## src/rtl/uart_vga_cs_pkg.sv

```systemverilog
// Shared constants for the UART-controlled VGA colour block: frame layout,
// command opcodes, VGA 640x480@60 timing, receiver states and status flags.
package uart_vga_cs_pkg;

  // Data bits carried in each UART frame, sent MSB first.
  localparam int DATA_BITS = 8;

  // Command opcodes, held in the top three bits of a received byte.
  localparam logic [2:0] OP_R   = 3'b100;
  localparam logic [2:0] OP_CFG = 3'b101;
  localparam logic [2:0] OP_G   = 3'b110;
  localparam logic [2:0] OP_B   = 3'b111;

  // Horizontal timing, measured in pixels.
  localparam int H_VISIBLE    = 640;
  localparam int H_FRONT      = 16;
  localparam int H_SYNC       = 96;
  localparam int H_BACK       = 48;
  localparam int H_TOTAL      = H_VISIBLE + H_FRONT + H_SYNC + H_BACK;
  localparam int H_SYNC_START = H_VISIBLE + H_FRONT;
  localparam int H_SYNC_END   = H_SYNC_START + H_SYNC;

  // Vertical timing, measured in lines.
  localparam int V_VISIBLE    = 480;
  localparam int V_FRONT      = 10;
  localparam int V_SYNC       = 2;
  localparam int V_BACK       = 33;
  localparam int V_TOTAL      = V_VISIBLE + V_FRONT + V_SYNC + V_BACK;
  localparam int V_SYNC_START = V_VISIBLE + V_FRONT;
  localparam int V_SYNC_END   = V_SYNC_START + V_SYNC;

  // Receiver states.
  localparam logic [2:0] RX_IDLE   = 3'd0;
  localparam logic [2:0] RX_START  = 3'd1;
  localparam logic [2:0] RX_DATA   = 3'd2;
  localparam logic [2:0] RX_PARITY = 3'd3;
  localparam logic [2:0] RX_STOP   = 3'd4;

  // Status flags. The field order matches the top nibble of the LED status view.
  typedef struct packed {
    logic parity_err;
    logic frame_err;
    logic cmd_err;
    logic cfg_err;
  } status_t;

  // Even parity holds when the data bits and the parity bit together contain
  // an even number of ones.
  function automatic logic even_parity_ok(input logic [7:0] data, input logic par);
    return ~((^data) ^ par);
  endfunction

endpackage

```

## src/rtl/uart_vga_cs_rx.sv

```systemverilog
// UART receiver. It synchronises the line, finds the start bit, samples every
// bit at mid-bit and reports each completed frame with its parity and stop checks.
module uart_vga_cs_rx
  import uart_vga_cs_pkg::*;
#(
  parameter int CLKS_PER_BIT0 = 46880,
  parameter int CLKS_PER_BIT1 = 93760
) (
  input  logic       clk,
  input  logic       rst,
  input  logic       in,
  input  logic       mode,
  output logic       done,
  output logic [7:0] data,
  output logic       parity_err,
  output logic       frame_err
);

  localparam int MAX_BIT = (CLKS_PER_BIT0 > CLKS_PER_BIT1) ? CLKS_PER_BIT0 : CLKS_PER_BIT1;
  localparam int CW = $clog2(MAX_BIT + 1);
  localparam logic [CW-1:0] BIT0 = CW'(CLKS_PER_BIT0);
  localparam logic [CW-1:0] BIT1 = CW'(CLKS_PER_BIT1);
  localparam logic [2:0] LAST_IDX = 3'(DATA_BITS - 1);

  logic          sync1, sync2, prev;
  logic          fall;
  logic [2:0]    state;
  logic [CW-1:0] cnt;
  logic [CW-1:0] bit_clks;
  logic [CW-1:0] half;
  logic [2:0]    idx;
  logic [7:0]    shreg;
  logic          par;

  assign fall = prev & ~sync2;
  assign half = bit_clks >> 1;

  // Two-flop synchroniser plus one history flop for falling-edge detection; idles high.
  always_ff @(posedge clk) begin
    if (!rst) begin
      sync1 <= 1'b1;
      sync2 <= 1'b1;
      prev  <= 1'b1;
    end else begin
      sync1 <= in;
      sync2 <= sync1;
      prev  <= sync2;
    end
  end

  // Frame FSM. The bit period is latched at the start edge, so a baud change never lands mid-frame.
  always_ff @(posedge clk) begin
    if (!rst) begin
      state      <= RX_IDLE;
      cnt        <= '0;
      bit_clks   <= BIT0;
      idx        <= '0;
      shreg      <= '0;
      par        <= 1'b0;
      done       <= 1'b0;
      data       <= '0;
      parity_err <= 1'b0;
      frame_err  <= 1'b0;
    end else begin
      done <= 1'b0;
      case (state)
        RX_IDLE: begin
          if (fall) begin
            state    <= RX_START;
            cnt      <= '0;
            bit_clks <= mode ? BIT1 : BIT0;
          end
        end
        RX_START: begin
          if (cnt == half - 1'b1) begin
            cnt <= '0;
            if (sync2) begin
              state <= RX_IDLE;
            end else begin
              state <= RX_DATA;
              idx   <= '0;
            end
          end else begin
            cnt <= cnt + 1'b1;
          end
        end
        RX_DATA: begin
          if (cnt == bit_clks - 1'b1) begin
            cnt   <= '0;
            shreg <= {shreg[6:0], sync2};
            if (idx == LAST_IDX) begin
              state <= RX_PARITY;
            end else begin
              idx <= idx + 1'b1;
            end
          end else begin
            cnt <= cnt + 1'b1;
          end
        end
        RX_PARITY: begin
          if (cnt == bit_clks - 1'b1) begin
            cnt   <= '0;
            par   <= sync2;
            state <= RX_STOP;
          end else begin
            cnt <= cnt + 1'b1;
          end
        end
        RX_STOP: begin
          if (cnt == bit_clks - 1'b1) begin
            cnt        <= '0;
            done       <= 1'b1;
            data       <= shreg;
            parity_err <= ~even_parity_ok(shreg, par);
            frame_err  <= ~sync2;
            state      <= RX_IDLE;
          end else begin
            cnt <= cnt + 1'b1;
          end
        end
        default: state <= RX_IDLE;
      endcase
    end
  end

endmodule

```

## src/rtl/uart_vga_cs.sv

```systemverilog
// Top level. It decodes UART command bytes into the baud mode and a 12-bit
// colour, fills a 640x480 VGA raster with that colour and drives debug LEDs.
module uart_vga_cs
  import uart_vga_cs_pkg::*;
#(
  parameter int CLKS_PER_BIT0 = 46880,
  parameter int CLKS_PER_BIT1 = 93760,
  parameter int PIX_DIV       = 4
) (
  input  logic        clk,
  input  logic        rst,
  input  logic        in,
  input  logic        btnHS,
  input  logic        btnVS,
  input  logic        btnUART,
  input  logic        btnVGA,
  output logic        HSYNC,
  output logic        VSYNC,
  output logic [3:0]  RED,
  output logic [3:0]  GREEN,
  output logic [3:0]  BLUE,
  output logic [15:0] LEDS
);

  localparam int PW = (PIX_DIV > 1) ? $clog2(PIX_DIV) : 1;
  localparam logic [PW-1:0] PIX_LAST = PW'(PIX_DIV - 1);
  localparam logic [9:0] H_LAST   = 10'(H_TOTAL - 1);
  localparam logic [9:0] V_LAST   = 10'(V_TOTAL - 1);
  localparam logic [9:0] H_VIS    = 10'(H_VISIBLE);
  localparam logic [9:0] V_VIS    = 10'(V_VISIBLE);
  localparam logic [9:0] HS_START = 10'(H_SYNC_START);
  localparam logic [9:0] HS_END   = 10'(H_SYNC_END);
  localparam logic [9:0] VS_START = 10'(V_SYNC_START);
  localparam logic [9:0] VS_END   = 10'(V_SYNC_END);

  logic          rx_done;
  logic [7:0]    rx_data;
  logic          rx_perr;
  logic          rx_ferr;
  logic          mode;
  logic [3:0]    red_q, green_q, blue_q;
  logic [7:0]    last_byte;
  status_t       status;
  logic [PW-1:0] pix_cnt;
  logic          pix_en;
  logic [9:0]    hcnt, vcnt;
  logic          visible;
  logic          hs_active, vs_active;

  uart_vga_cs_rx #(
    .CLKS_PER_BIT0(CLKS_PER_BIT0),
    .CLKS_PER_BIT1(CLKS_PER_BIT1)
  ) u_rx (
    .clk       (clk),
    .rst       (rst),
    .in        (in),
    .mode      (mode),
    .done      (rx_done),
    .data      (rx_data),
    .parity_err(rx_perr),
    .frame_err (rx_ferr)
  );

  // Command decoder. Line-error flags follow every frame; a bad frame is otherwise ignored.
  always_ff @(posedge clk) begin
    if (!rst) begin
      mode      <= 1'b0;
      red_q     <= '0;
      green_q   <= '0;
      blue_q    <= '0;
      last_byte <= '0;
      status    <= '0;
    end else if (rx_done) begin
      status.parity_err <= rx_perr;
      status.frame_err  <= rx_ferr;
      if (!rx_perr && !rx_ferr) begin
        last_byte      <= rx_data;
        status.cmd_err <= ~rx_data[7];
        status.cfg_err <= 1'b0;
        if (rx_data[7]) begin
          case (rx_data[7:5])
            OP_CFG: begin
              if (rx_data[4:0] == 5'd0) begin
                mode <= 1'b0;
              end else if (rx_data[4:0] == 5'd1) begin
                mode <= 1'b1;
              end else begin
                status.cfg_err <= 1'b1;
              end
            end
            OP_R:    red_q   <= rx_data[3:0];
            OP_G:    green_q <= rx_data[3:0];
            OP_B:    blue_q  <= rx_data[3:0];
            default: ;
          endcase
        end
      end
    end
  end

  assign pix_en = (pix_cnt == PIX_LAST);

  // Pixel-enable divider and raster counters, stepped once per pixel.
  always_ff @(posedge clk) begin
    if (!rst) begin
      pix_cnt <= '0;
      hcnt    <= '0;
      vcnt    <= '0;
    end else begin
      pix_cnt <= pix_en ? '0 : pix_cnt + 1'b1;
      if (pix_en) begin
        if (hcnt == H_LAST) begin
          hcnt <= '0;
          vcnt <= (vcnt == V_LAST) ? '0 : vcnt + 10'd1;
        end else begin
          hcnt <= hcnt + 10'd1;
        end
      end
    end
  end

  assign visible   = (hcnt < H_VIS) && (vcnt < V_VIS);
  assign hs_active = (hcnt >= HS_START) && (hcnt < HS_END);
  assign vs_active = (vcnt >= VS_START) && (vcnt < VS_END);

  // Registered video outputs. The syncs are active-low unless the matching button inverts them.
  always_ff @(posedge clk) begin
    if (!rst) begin
      HSYNC <= 1'b1;
      VSYNC <= 1'b1;
      RED   <= '0;
      GREEN <= '0;
      BLUE  <= '0;
    end else begin
      HSYNC <= ~hs_active ^ btnHS;
      VSYNC <= ~vs_active ^ btnVS;
      RED   <= visible ? red_q   : 4'd0;
      GREEN <= visible ? green_q : 4'd0;
      BLUE  <= visible ? blue_q  : 4'd0;
    end
  end

  // Debug LED view. The UART status view takes priority over the colour view.
  always_ff @(posedge clk) begin
    if (!rst) begin
      LEDS <= '0;
    end else if (btnUART) begin
      LEDS <= {status, mode, 3'b000, last_byte};
    end else if (btnVGA) begin
      LEDS <= {4'b0000, red_q, green_q, blue_q};
    end else begin
      LEDS <= '0;
    end
  end

endmodule

```

## config.mk

```make
export PLATFORM = sky130hd
export DESIGN_NAME = uart_vga_cs
export DESIGN_NICKNAME = d
export VERILOG_FILES = /design/src/rtl/uart_vga_cs_pkg.sv /design/src/rtl/uart_vga_cs_rx.sv /design/src/rtl/uart_vga_cs.sv
export SDC_FILE = /design/constraint.sdc
export NUM_CORES = 1
export LEC_CHECK = 0
export BUFFER_PORTS_ARGS = -buffer_cell sky130_fd_sc_hd__buf_2
export CAP_MARGIN = 20
export CORE_AREA = 2 2 95 97
export CTS_CLUSTER_DIAMETER = 150
export DETAILED_ROUTE_END_ITERATION = 7
export DIE_AREA = 0 0 97 99
export PLACE_DENSITY = 0.83
export SLEW_MARGIN = 10
export SYNTH_ARGS = -nofsm -noshare
export SYNTH_HDL_FRONTEND = slang
export SYNTH_SLANG_ARGS = --single-unit
export TNS_END_PERCENT = 50
```

## constraint.sdc

```tcl
create_clock -name clk -period 7 [get_ports clk]
set_input_delay 1.05 -clock clk [delete_from_list [all_inputs] [get_ports clk]]
set_output_delay 1.05 -clock clk [all_outputs]
set_load 0.02 [all_outputs]
```

==> impl_results.md, run 1 <==
* Status: complete, no violations
* Total grt overflow at 0
* CTS tree: built
* CTS buffer count at 17
* Initial antenna violation count at 0
* Global-route wire length before repair at 19500 um
* Cells after DPL at 738
* Die Height at 99 um
* Net switching fraction of the power at 0.222
* Die width at 97 um
* Hold slack final at between 0.4 and 0.5 ns
* Clock Latency Late Sink at between 0.5 and 0.6 ns
* Die area at 9600 um2
* Root Driver: clkbuf_8
* Synth-to-layout area growth at 15.0%
* Setup TNS at 0 ns
* Internal power at 1.28 mW
* Type of the most critical hold path: reg -> reg
* Peak supply drop at 0.000149 V
* Synth Instances at 624
* WL/cell at 15.2 um
* Area of the core at 8550 um2
* Pin count of the biggest net entering global routing at 75
* Clock share of power at 0.545
* Vias in the first global route at 4274
* Top-count cell post-synth: dfxtp_1
* # setup viols final at 0
* DR iter-0 viols at between 200 and 250
* DRC Markers at 0
* DP Wirelength at about 7500 um
* Final Skew at 0.00902 ns
* Endpoint type of the worst setup path: register
* RSZ-0062 raised after global routing: no
* Nets at 667
* Sequential share of power at 0.435
* Avg Cell Area, Syn at 8.65 um2
* Critical Path Source Type: register
* Leak pwr at 2.44 nW
* GPL Wtd Cong at 0.836
* Synth Warn # at 0
* Comb pwr share at 0.020
* Gr usage total at 0.248
* Synth unique cells at 54
* Peak Freq at 361 MHz
* Synth Register Bits at 125
* Crit-path max FO at 17
* FP Rows at 34
* Hold Crit Start: u_rx.sync1
* Net Count, Synth at 641
* H-tree depth at 4
* I/O pins at 37
* Antenna diodes at 0
* Net Switching at around 0.37 mW
* CP Class: reg -> reg
* Share of cells above drive strength 1 at 0.128
* WP data arrival at 3.18 ns
* Clk sinks at 125
* Origin of the worst setup path: u_rx.bit_clks[15]
* Min cycle time layout at 2.77 ns
* Req. time, crit path at 7.41 ns
* EDFF count, synth at 0
* Post-synthesis async set-or-reset flop share at 0
* CTS Hold Bufs at 0
* CTS clock-pin slew for the worst setup and hold paths at 0.06 ns
* Sequential share of the synthesized area at 0.463
* Post-synth top area share at 0.463
* PortBufs at 36
* Post-synthesis cell area at 5400 um2
* Rel. slew slack at 0.485
* Routed Antenna Nets at 0
* Initial core utilization at 0.632
* Vias at 4474
* Post-DP Area at 5590 um2
* Fin. max-slew vios at 0
* Fin cells at 771
* Final Hold Vio Count at 0
* Fin crit share at 0.395
* Max-capacitance violation count at 0
* DRT Pass-1 Iters at 5
* DRT Wirelength at 11700 um
* Reg2reg start: u_rx.bit_clks[15]
* Post-CTS Resized at 0
* Post-synth top flop: dfxtp_1
* P per Cell Area at 266 nW/um2
* Util after Layout at 0.727
* Drt via density at 5.80
* Top post-synthesis cells by area: dfxtp_1 46%, nand2_1 7.3%, a21oi_1 5.4%
* Finished Cell Area at between 6000 and 7000 um2
* Synth cell count leaders: 125 x dfxtp_1, 105 x nand2_1, 65 x nor2_1, 58 x a21oi_1, 22 x clkbuf_1
* Leading area contributor after synthesis: dfxtp_1
* Post-CTS Setup Bufs at 0
* Slew @ Worst Pin at 0.766 ns
* Clk buf depth at 2
[placed cells by master (no fill, tap or decap), types with 5 or more instances in the layout]
cell,n
mux2i_1,19
buf_2,36
nand2_1,105
xor2_1,18
nand2b_1,8
and2_1,19
nor3_1,10
nor3b_1,6
and3_1,16
ha_1,10
nor2_1,65
inv_1,9
clkbuf_16,16
inv_6,5
dfxtp_1,125
nand4_1,13
or4_1,5
a31oi_1,12
o21ai_0,11
nand3_1,16
xnor2_1,11
a21oi_1,58
or3_1,6
[cells by family (layout without fill, tap and decap cells)]
group                      after synthesis  after routing  share of synthesized area
and+or+nand+nor                        300            300                      0.288
DFF                                    125            125                      0.463
AOI/OAI and AO/OA                       99             99                      0.108
buffers and inverters                   41             80                     0.0315
xor gates and xnor gates                30             30                     0.0500
muxes                                   19             19                     0.0352
adders and majority gates               10             10                     0.0232
[cell type report]
| type | count | area (um2) |
|---|---|---|
| multi-input combinational | 458 | 2730 |
| clock inverter | 14 | 183 |
| clock buffer | 18 | 428 |
| timing repair buffer | 38 | 199 |
| tap | 108 | 135 |
| inverter | 10 | 37.5 |
| sequential | 125 | 2500 |
| fill | 605 | 2340 |
[registers in the layout (all words and copies together) (netlist names), 4 cells and up]
register    cells
RED             4
u_rx.shreg      8
status          4
GREEN           4
BLUE            4
u_rx.cnt       17
LEDS           16
blue_q          4
green_q         4
vcnt           10
red_q           4
last_byte       8
hcnt           10
u_rx.data       8
[power groups by stage]
stage / sequential, mW / combinational (mW) / clock (mW)
2_1_floorplan: 0.734 / 0.0229 / 0
3_3_place_gp: 0.734 / 0.0310 / 0
3_5_place_dp: 0.734 / 0.0320 / 0
4_1_cts: 0.718 / 0.0322 / 0.904
5_1_grt: 0.719 / 0.0367 / 0.938
6_report: 0.718 / 0.0329 / 0.899
[critical path, cell delays in order, from the launching register on]
cell and delay [ns]:
dfxtp_1 0.51, inv_1 0.12, ha_1 0.35, xor2_1 0.32
o211ai_1 0.19, o41ai_2 0.41, o41ai_4 0.23, buf_6 0.21
a21o_1 0.16, a22o_1 0.17
[worst paths after layout]
| check | end | slack [ns] | cells after the start |
|---|---|---|---|
| worst max-delay path | u_rx.cnt[3] | 4.23 | 9 |
| worst min-delay path | u_rx.sync2 | 0.43 | 1 |
| worst max register to register | u_rx.cnt[3] | 4.23 | 9 |
| worst min register to register | u_rx.sync2 | 0.43 | 1 |
[metrics by stage]
step / setup slack, ns / total power [mW]
after floorplan: 4.72 / 0.756
after global placement: 3.98 / 0.765
after detailed placement: 3.89 / 0.766
after CTS: 4.15 / 1.65
after global routing: 4.03 / 1.69
final: 4.23 / 1.65
[layer usage]
| layer | up-vias | wire [um] | GRT usage |
|---|---|---|---|
| li1 | 2207 | - | - |
| met1 | 2116 | 5030 | 0.301 |
| met2 | 134 | 5880 | 0.427 |
| met3 | 17 | 550 | 0.0539 |
| met4 | 0 | 238 | 0.109 |
| met5 | - | 0 | 0 |
(Power assumes the default switching activity.)
==> run 2: changes to the inputs <==
- CORE_AREA: 2 2 95 97 -> 2 2 98 100
- DIE_AREA: 0 0 97 99 -> 0 0 100 102
- PLACE_DENSITY: 0.83 -> 0.78
- clock period: 7 -> 2.83 ns (I/O delays scaled with it)
==> impl_results.md, run 2 (synthesized netlist as in run 1, its figures left out) <==
* Root Driver: clkbuf_8 (unchanged)
* Post-CTS Resized at 0 (unchanged)
* Met1 Wirelength at 5050 um (was 5030 um)
* Die width at 100 um (was 97 um)
* Vias in the first global route at 4140 (was 4274)
* Post-DP Area at 5630 um2 (was 5590 um2)
* Initial core utilization at 0.593 (was 0.632)
* Routed Antenna Nets at 0 (unchanged)
* Clk buf depth at 2 (unchanged)
* Peak supply drop at 0.000441 V (was 0.000149 V)
* Most common cell after layout, fill and taps aside: dfxtp_1 (unchanged)
* Vias at 4467 (was 4474)
* PortBufs at 36 (unchanged)
* # setup viols final at 0 (unchanged)
* Share of cells above drive strength 1 at 0.135 (was 0.128)
* Final Skew at 0.0148 ns (was 0.00902 ns)
* Hold Crit Start: in (was u_rx.sync1)
* WP buf/inv at 1 (was 2)
* Top Metal Used: met4 (unchanged)
* Most flops, register: u_rx.cnt (unchanged)
* Setup TNS at 0 ns (unchanged)
* Die area at 10200 um2 (was 9600 um2)
* Antenna diodes at 0 (unchanged)
* Slew @ Worst Pin at 0.635 ns (was 0.766 ns)
* WHS Endpoint: u_rx.sync1 (was u_rx.sync2)
* Hold slack final at 0.0901 ns (was 0.435 ns)
* Req. time, crit path at 3.28 ns (was 7.41 ns)
* R2R Setup Slk at 0.29 ns (was 4.23 ns)
* Multi-input logic area at 2730 um2 (unchanged)
* DR iter-0 viols at 325 (was 235)
* Critical Path Source Type: register (unchanged)
* Crit path largest cell delay at 0.49 ns (was 0.51 ns)
* Fin crit share at 0.899 (was 0.395)
* H-tree depth at 4 (unchanged)
* Reg2reg start: u_rx.bit_clks[14] (was u_rx.bit_clks[15])
* Post-CTS Setup Bufs at 0 (unchanged)
* Register area at 2500 um2 (unchanged)
* Total grt overflow at 0 (unchanged)
* Nets at 672 (was 667)
* CTS buffer count at 17 (unchanged)
* CTS tree: built (unchanged)
* Min cycle time layout at 2.54 ns (was 2.77 ns)
* Endpoint type of the worst setup path: register (unchanged)
* Biggest regs: u_rx.cnt (17), LEDS (16) (unchanged)
* Drt via density at 5.73 (was 5.80)
* WHS Path Cells at 2 (was 1)
* DR WL met2 at 5560 um (was 5880 um)
* Leak pwr at 2.45 nW (was 2.44 nW)
* Slowest-stage cell, CP: or4_1 (was dfxtp_1)
* Fillers at 707 (was 605)
* WL/cell at 14.5 um (was 15.2 um)
* FP Rows at 35 (was 34)
* Met3 WL at 456 um (was 550 um)
* DP Wirelength at 7540 um (was 7480 um)
* Rel. slew slack at 0.577 (was 0.485)
* CP Class: reg -> reg (unchanged)
* Area of the core at 9110 um2 (was 8550 um2)
* Gr usage total at 0.232 (was 0.248)
* CTS Hold Bufs at 0 (unchanged)
* Clock Latency Late Sink at 0.52 ns (about the same)
* Clk sinks at 125 (unchanged)
* Worst Reg-to-Reg Cells at 8 (was 9)
* I/O pins at 37 (unchanged)
* Synth-to-layout area growth at 15.3% (was 15.0%)
* Max-capacitance violation count at 0 (unchanged)
* DRT Pass-1 Iters at 5 (unchanged)
* DRT Wirelength at 11300 um (was 11700 um)
* WP data arrival at 2.99 ns (was 3.18 ns)
* Type of the most critical hold path: in -> reg (was reg -> reg)
* Finished Cell Area at 6220 um2 (was 6210 um2)
* Final Hold Vio Count at 0 (unchanged)
* Crit-path max FO at 7 (was 17)
* Commonest cells after routing, fill and taps aside: 125 x dfxtp_1, 105 x nand2_1, 65 x nor2_1, 58 x a21oi_1, 36 x buf_2 (unchanged)
* Die Height at 102 um (was 99 um)
* Util after Layout at 0.683 (was 0.727)
* P per Cell Area at 637 nW/um2 (was 266 nW/um2)
* Global-route wire length before repair at 18900 um (was 19500 um)
* Reg2reg end: u_rx.state[0] (was u_rx.cnt[3])
* Critical Path, Cell by Cell: inv_1, ha_1, xor2_1, nand4_4, nor3_4, o22ai_2, or4_1, a21oi_1 (was inv_1, ha_1, xor2_1, o211ai_1, o41ai_2, o41ai_4, buf_6, a21o_1, a22o_1)
* Max reg flops at 17 (unchanged)
* Top Family by Delay on Critical Path: simple AND/OR/NAND/NOR gates (was compound AO/OA/AOI/OAI gates)
* Total chip power at 3.96 mW (was 1.65 mW)
* RSZ-0062 raised after global routing: no (unchanged)
* CTS clock-pin slew for the worst setup and hold paths at 0.06 ns (about the same)
* Initial antenna violation count at 0 (unchanged)
* Fin. max-slew vios at 0 (unchanged)
* GPL Wtd Cong at 0.898 (was 0.836)
* DRC Markers at 0 (unchanged)
* Pin count of the biggest net entering global routing at 65 (was 75)
* Peak Freq at 393 MHz (was 361 MHz)
* Status: complete, no violations (unchanged)
## run 2: cell count changes in the layout (fill, tap and decap cells not counted), moves of 2 or more
cell,delta
buf_4,+5
bufinv_16,-2
clkinv_4,-2
inv_6,+2
inv_8,+3
## run 2: how the worst max path moves through the flow
stage	slack, ns	start	cells after the start	to
3_3_place_gp	0.23	u_rx.bit_clks[14]	8	u_rx.cnt[16]
3_5_place_dp	0.09	u_rx.bit_clks[14]	8	u_rx.cnt[16]
6_report	0.29	u_rx.bit_clks[14]	8	u_rx.state[0]
5_1_grt	0.1	u_rx.bit_clks[14]	8	u_rx.state[0]
2_1_floorplan	0.55	u_rx.bit_clks[14]	8	u_rx.state[0]
4_1_cts	0.10	u_rx.bit_clks[14]	8	u_rx.cnt[16]
## run 2: area by class of cell
class                      count  area share
clock inverter                15      0.0269
tap                          111      0.0223
clock buffer                  17      0.0665
sequential                   125       0.402
timing repair buffer          43      0.0380
inverter                      10     0.00603
multi-input combinational    458       0.438
## run 2: power breakdown
part           leakage [nW]  switching, mW  total [mW]  internal (mW)
Clock                 0.282          0.893        2.11           1.21
Sequential             1.01        0.00712        1.78           1.77
Combinational          1.16         0.0593      0.0820         0.0228
## run 2: routing by layer
metal  global-route usage  up-vias
li1                     -     2222
met1                0.290     2091
met2                0.394      129
met3               0.0472       25
met4               0.0969        0
met5                    0        -
## run 2: through the flow
stage / setup WS [ns] / std cells
after floorplan: 0.553 / 624
after global placement: 0.234 / 746
after detailed placement: 0.0871 / 746
after CTS: 0.102 / 778
after global routing: 0.0964 / 779
final: 0.286 / 779
==> run 3: changes to the inputs <==
- CORE_AREA: 2 2 98 100 -> 5 5 101 103
- DIE_AREA: 0 0 100 102 -> 0 0 106 108
==> impl_results.md, run 3 (synthesized netlist as in run 1, its figures left out) <==
* Global-route wire length before repair at 19700 um (was 18900 um)
* Crit path largest cell delay at 0.47 ns (was 0.49 ns)
* Max-capacitance violation count at 0 (unchanged)
* Min cycle time layout at 2.60 ns (was 2.54 ns)
* Synth-to-layout area growth at 15.3% (about the same)
* Initial antenna violation count at 0 (unchanged)
* Final Skew at 0.00871 ns (was 0.0148 ns)
* Crit-path max FO at 20 (was 7)
* Area of the core at 9110 um2 (unchanged)
* Nets at 672 (unchanged)
* H-tree depth at 4 (unchanged)
* DP Wirelength at 7590 um (was 7540 um)
* CTS tree: built (unchanged)
* Most common cell after layout, fill and taps aside: dfxtp_1 (unchanged)
* Share of cells above drive strength 1 at 0.135 (unchanged)
* Fin. max-slew vios at 0 (unchanged)
* I/O pins at 37 (unchanged)
* Vias in the first global route at 4320 (was 4140)
* Origin of the worst setup path: u_rx.bit_clks[14] (unchanged)
* CTS Hold Bufs at 0 (unchanged)
* Post-CTS Setup Bufs at 0 (unchanged)
* Type of the most critical hold path: in -> reg (unchanged)
* Final Hold Vio Count at 0 (unchanged)
* Fillers at 713 (was 707)
* Vias at 4490 (was 4467)
* Hold Crit Start: in (unchanged)
* DR iter-0 viols at 338 (was 325)
* Critical Path Source Type: register (unchanged)
* FP Rows at 35 (unchanged)
* Biggest regs: u_rx.cnt (17), LEDS (16) (unchanged)
* WL/cell at 14.6 um (was 14.5 um)
* Fin crit share at 0.918 (was 0.899)
* Slew @ Worst Pin at 0.642 ns (was 0.635 ns)
* CTS clock-pin slew for the worst setup and hold paths at 0.06 ns (about the same)
* PortBufs at 36 (unchanged)
* Peak Freq at 385 MHz (was 393 MHz)
* WP buf/inv at 2 (was 1)
* Total grt overflow at 0 (unchanged)
* P per Cell Area at 637 nW/um2 (about the same)
* Die area at 11400 um2 (was 10200 um2)
* Rel. slew slack at 0.569 (was 0.577)
* Met3 usage at 0.0460 (was 0.0472)
* Clock Latency Late Sink at 0.51 ns (was 0.52 ns)
* Endpoint type of the worst setup path: register (unchanged)
* Antenna diodes at 0 (unchanged)
* Peak supply drop at 0.000351 V (was 0.000441 V)
* Multi-input logic area at 2730 um2 (unchanged)
* Slowest-stage cell, CP: dfxtp_1 (was or4_1)
* Gr usage total at 0.209 (was 0.232)
* WP data arrival at 3.00 ns (was 2.99 ns)
* DRT Wirelength at 11300 um (about the same)
* GPL Wtd Cong at 0.816 (was 0.898)
* Routed Antenna Nets at 0 (unchanged)
* Status: complete, no violations (unchanged)
* Critical Path, Cell by Cell: inv_1, ha_1, xor2_1, o211ai_1, o41ai_2, o41ai_4, buf_6, a21o_1, a22o_1 (was inv_1, ha_1, xor2_1, nand4_4, nor3_4, o22ai_2, or4_1, a21oi_1)
* Clk buf depth at 2 (unchanged)
* CTS buffer count at 17 (unchanged)
* Setup TNS at 0 ns (unchanged)
* RSZ-0062 raised after global routing: no (unchanged)
* Reg2reg start: u_rx.bit_clks[14] (unchanged)
* Pin count of the biggest net entering global routing at 63 (was 65)
* Max reg flops at 17 (unchanged)
* Met1 usage at 0.254 (was 0.290)
* # setup viols final at 0 (unchanged)
* Cells after DPL at 746 (unchanged)
* Leak pwr at 2.45 nW (about the same)
* Register area at 2500 um2 (unchanged)
* DRT Pass-1 Iters at 6 (was 5)
* Fin cells at 779 (unchanged)
* GRT met2 Usage at 0.364 (was 0.394)
* Die width at 106 um (was 100 um)
* Most flops, register: u_rx.cnt (unchanged)
* DRC Markers at 0 (unchanged)
* Layer with the highest usage: met2 (unchanged)
* Root Driver: clkbuf_8 (unchanged)
* Post-CTS Resized at 0 (unchanged)
* Clk sinks at 125 (unchanged)
* Top Family by Delay on Critical Path: compound AO/OA/AOI/OAI gates (was simple AND/OR/NAND/NOR gates)
* CP Class: reg -> reg (unchanged)
* Commonest cells after routing, fill and taps aside: 125 x dfxtp_1, 105 x nand2_1, 65 x nor2_1, 58 x a21oi_1, 36 x buf_2 (unchanged)
* Initial core utilization at 0.593 (unchanged)
* Die Height at 108 um (was 102 um)
* Req. time, crit path at 3.24 ns (was 3.28 ns)
* Drt via density at 5.76 (was 5.73)
run 3: cell types whose count changed in the layout (fill, tap and decap cells not counted):
| cell | change |
|---|---|
| bufinv_16 | +1 |
| clkbuf_8 | +1 |
| clkinv_2 | +2 |
| clkinv_4 | +2 |
| clkinv_8 | -1 |
| clkinvlp_4 | +1 |
| inv_6 | -3 |
| inv_8 | -3 |
run 3: stage by stage:
stage / setup slack (ns) / utilization / hold slack, ns / power (mW) / cell area [um2]
after floorplan: 0.553 / - / 0.386 / 1.87 / 5400
after global placement: 0.235 / 0.618 / 0.396 / 1.89 / 5630
after detailed placement: 0.104 / 0.618 / 0.409 / 1.90 / 5630
after CTS: 0.103 / 0.682 / 0.0792 / 3.99 / 6220
after global routing: 0.101 / 0.684 / 0.0867 / 4.09 / 6230
final: 0.232 / 0.684 / 0.0885 / 3.96 / 6230
run 3: layout make-up:
| cell class | instances | area share |
|---|---|---|
| clock buffer | 18 | 0.0687 |
| clock inverter | 14 | 0.0251 |
| inverter | 10 | 0.00603 |
| multi-input combinational | 458 | 0.438 |
| sequential | 125 | 0.402 |
| tap | 111 | 0.0223 |
| timing repair buffer | 43 | 0.0380 |
run 3: final timing paths:
kind	slack [ns]	depth (start not counted)	endpoint
setup / recovery	0.23	9	u_rx.cnt[3]
hold / removal	0.09	2	u_rx.sync1
setup reg to reg	0.23	9	u_rx.cnt[3]
hold reg to reg	0.43	1	u_rx.sync2
run 3: report_power, final:
| part | internal [mW] | switching [mW] |
|---|---|---|
| logic | 0.0232 | 0.0604 |
| registers | 1.77 | 0.00771 |
| clock network | 1.29 | 0.813 |
| total | 3.08 | 0.881 |
run 3: metal layers:
layer	vias up	wire, um	share of wire
met3	10	702	0.062
met2	151	5660	0.50
met5	-	0	0
met1	2107	4880	0.43
met4	0	97	0.0086
li1	2222	-	-
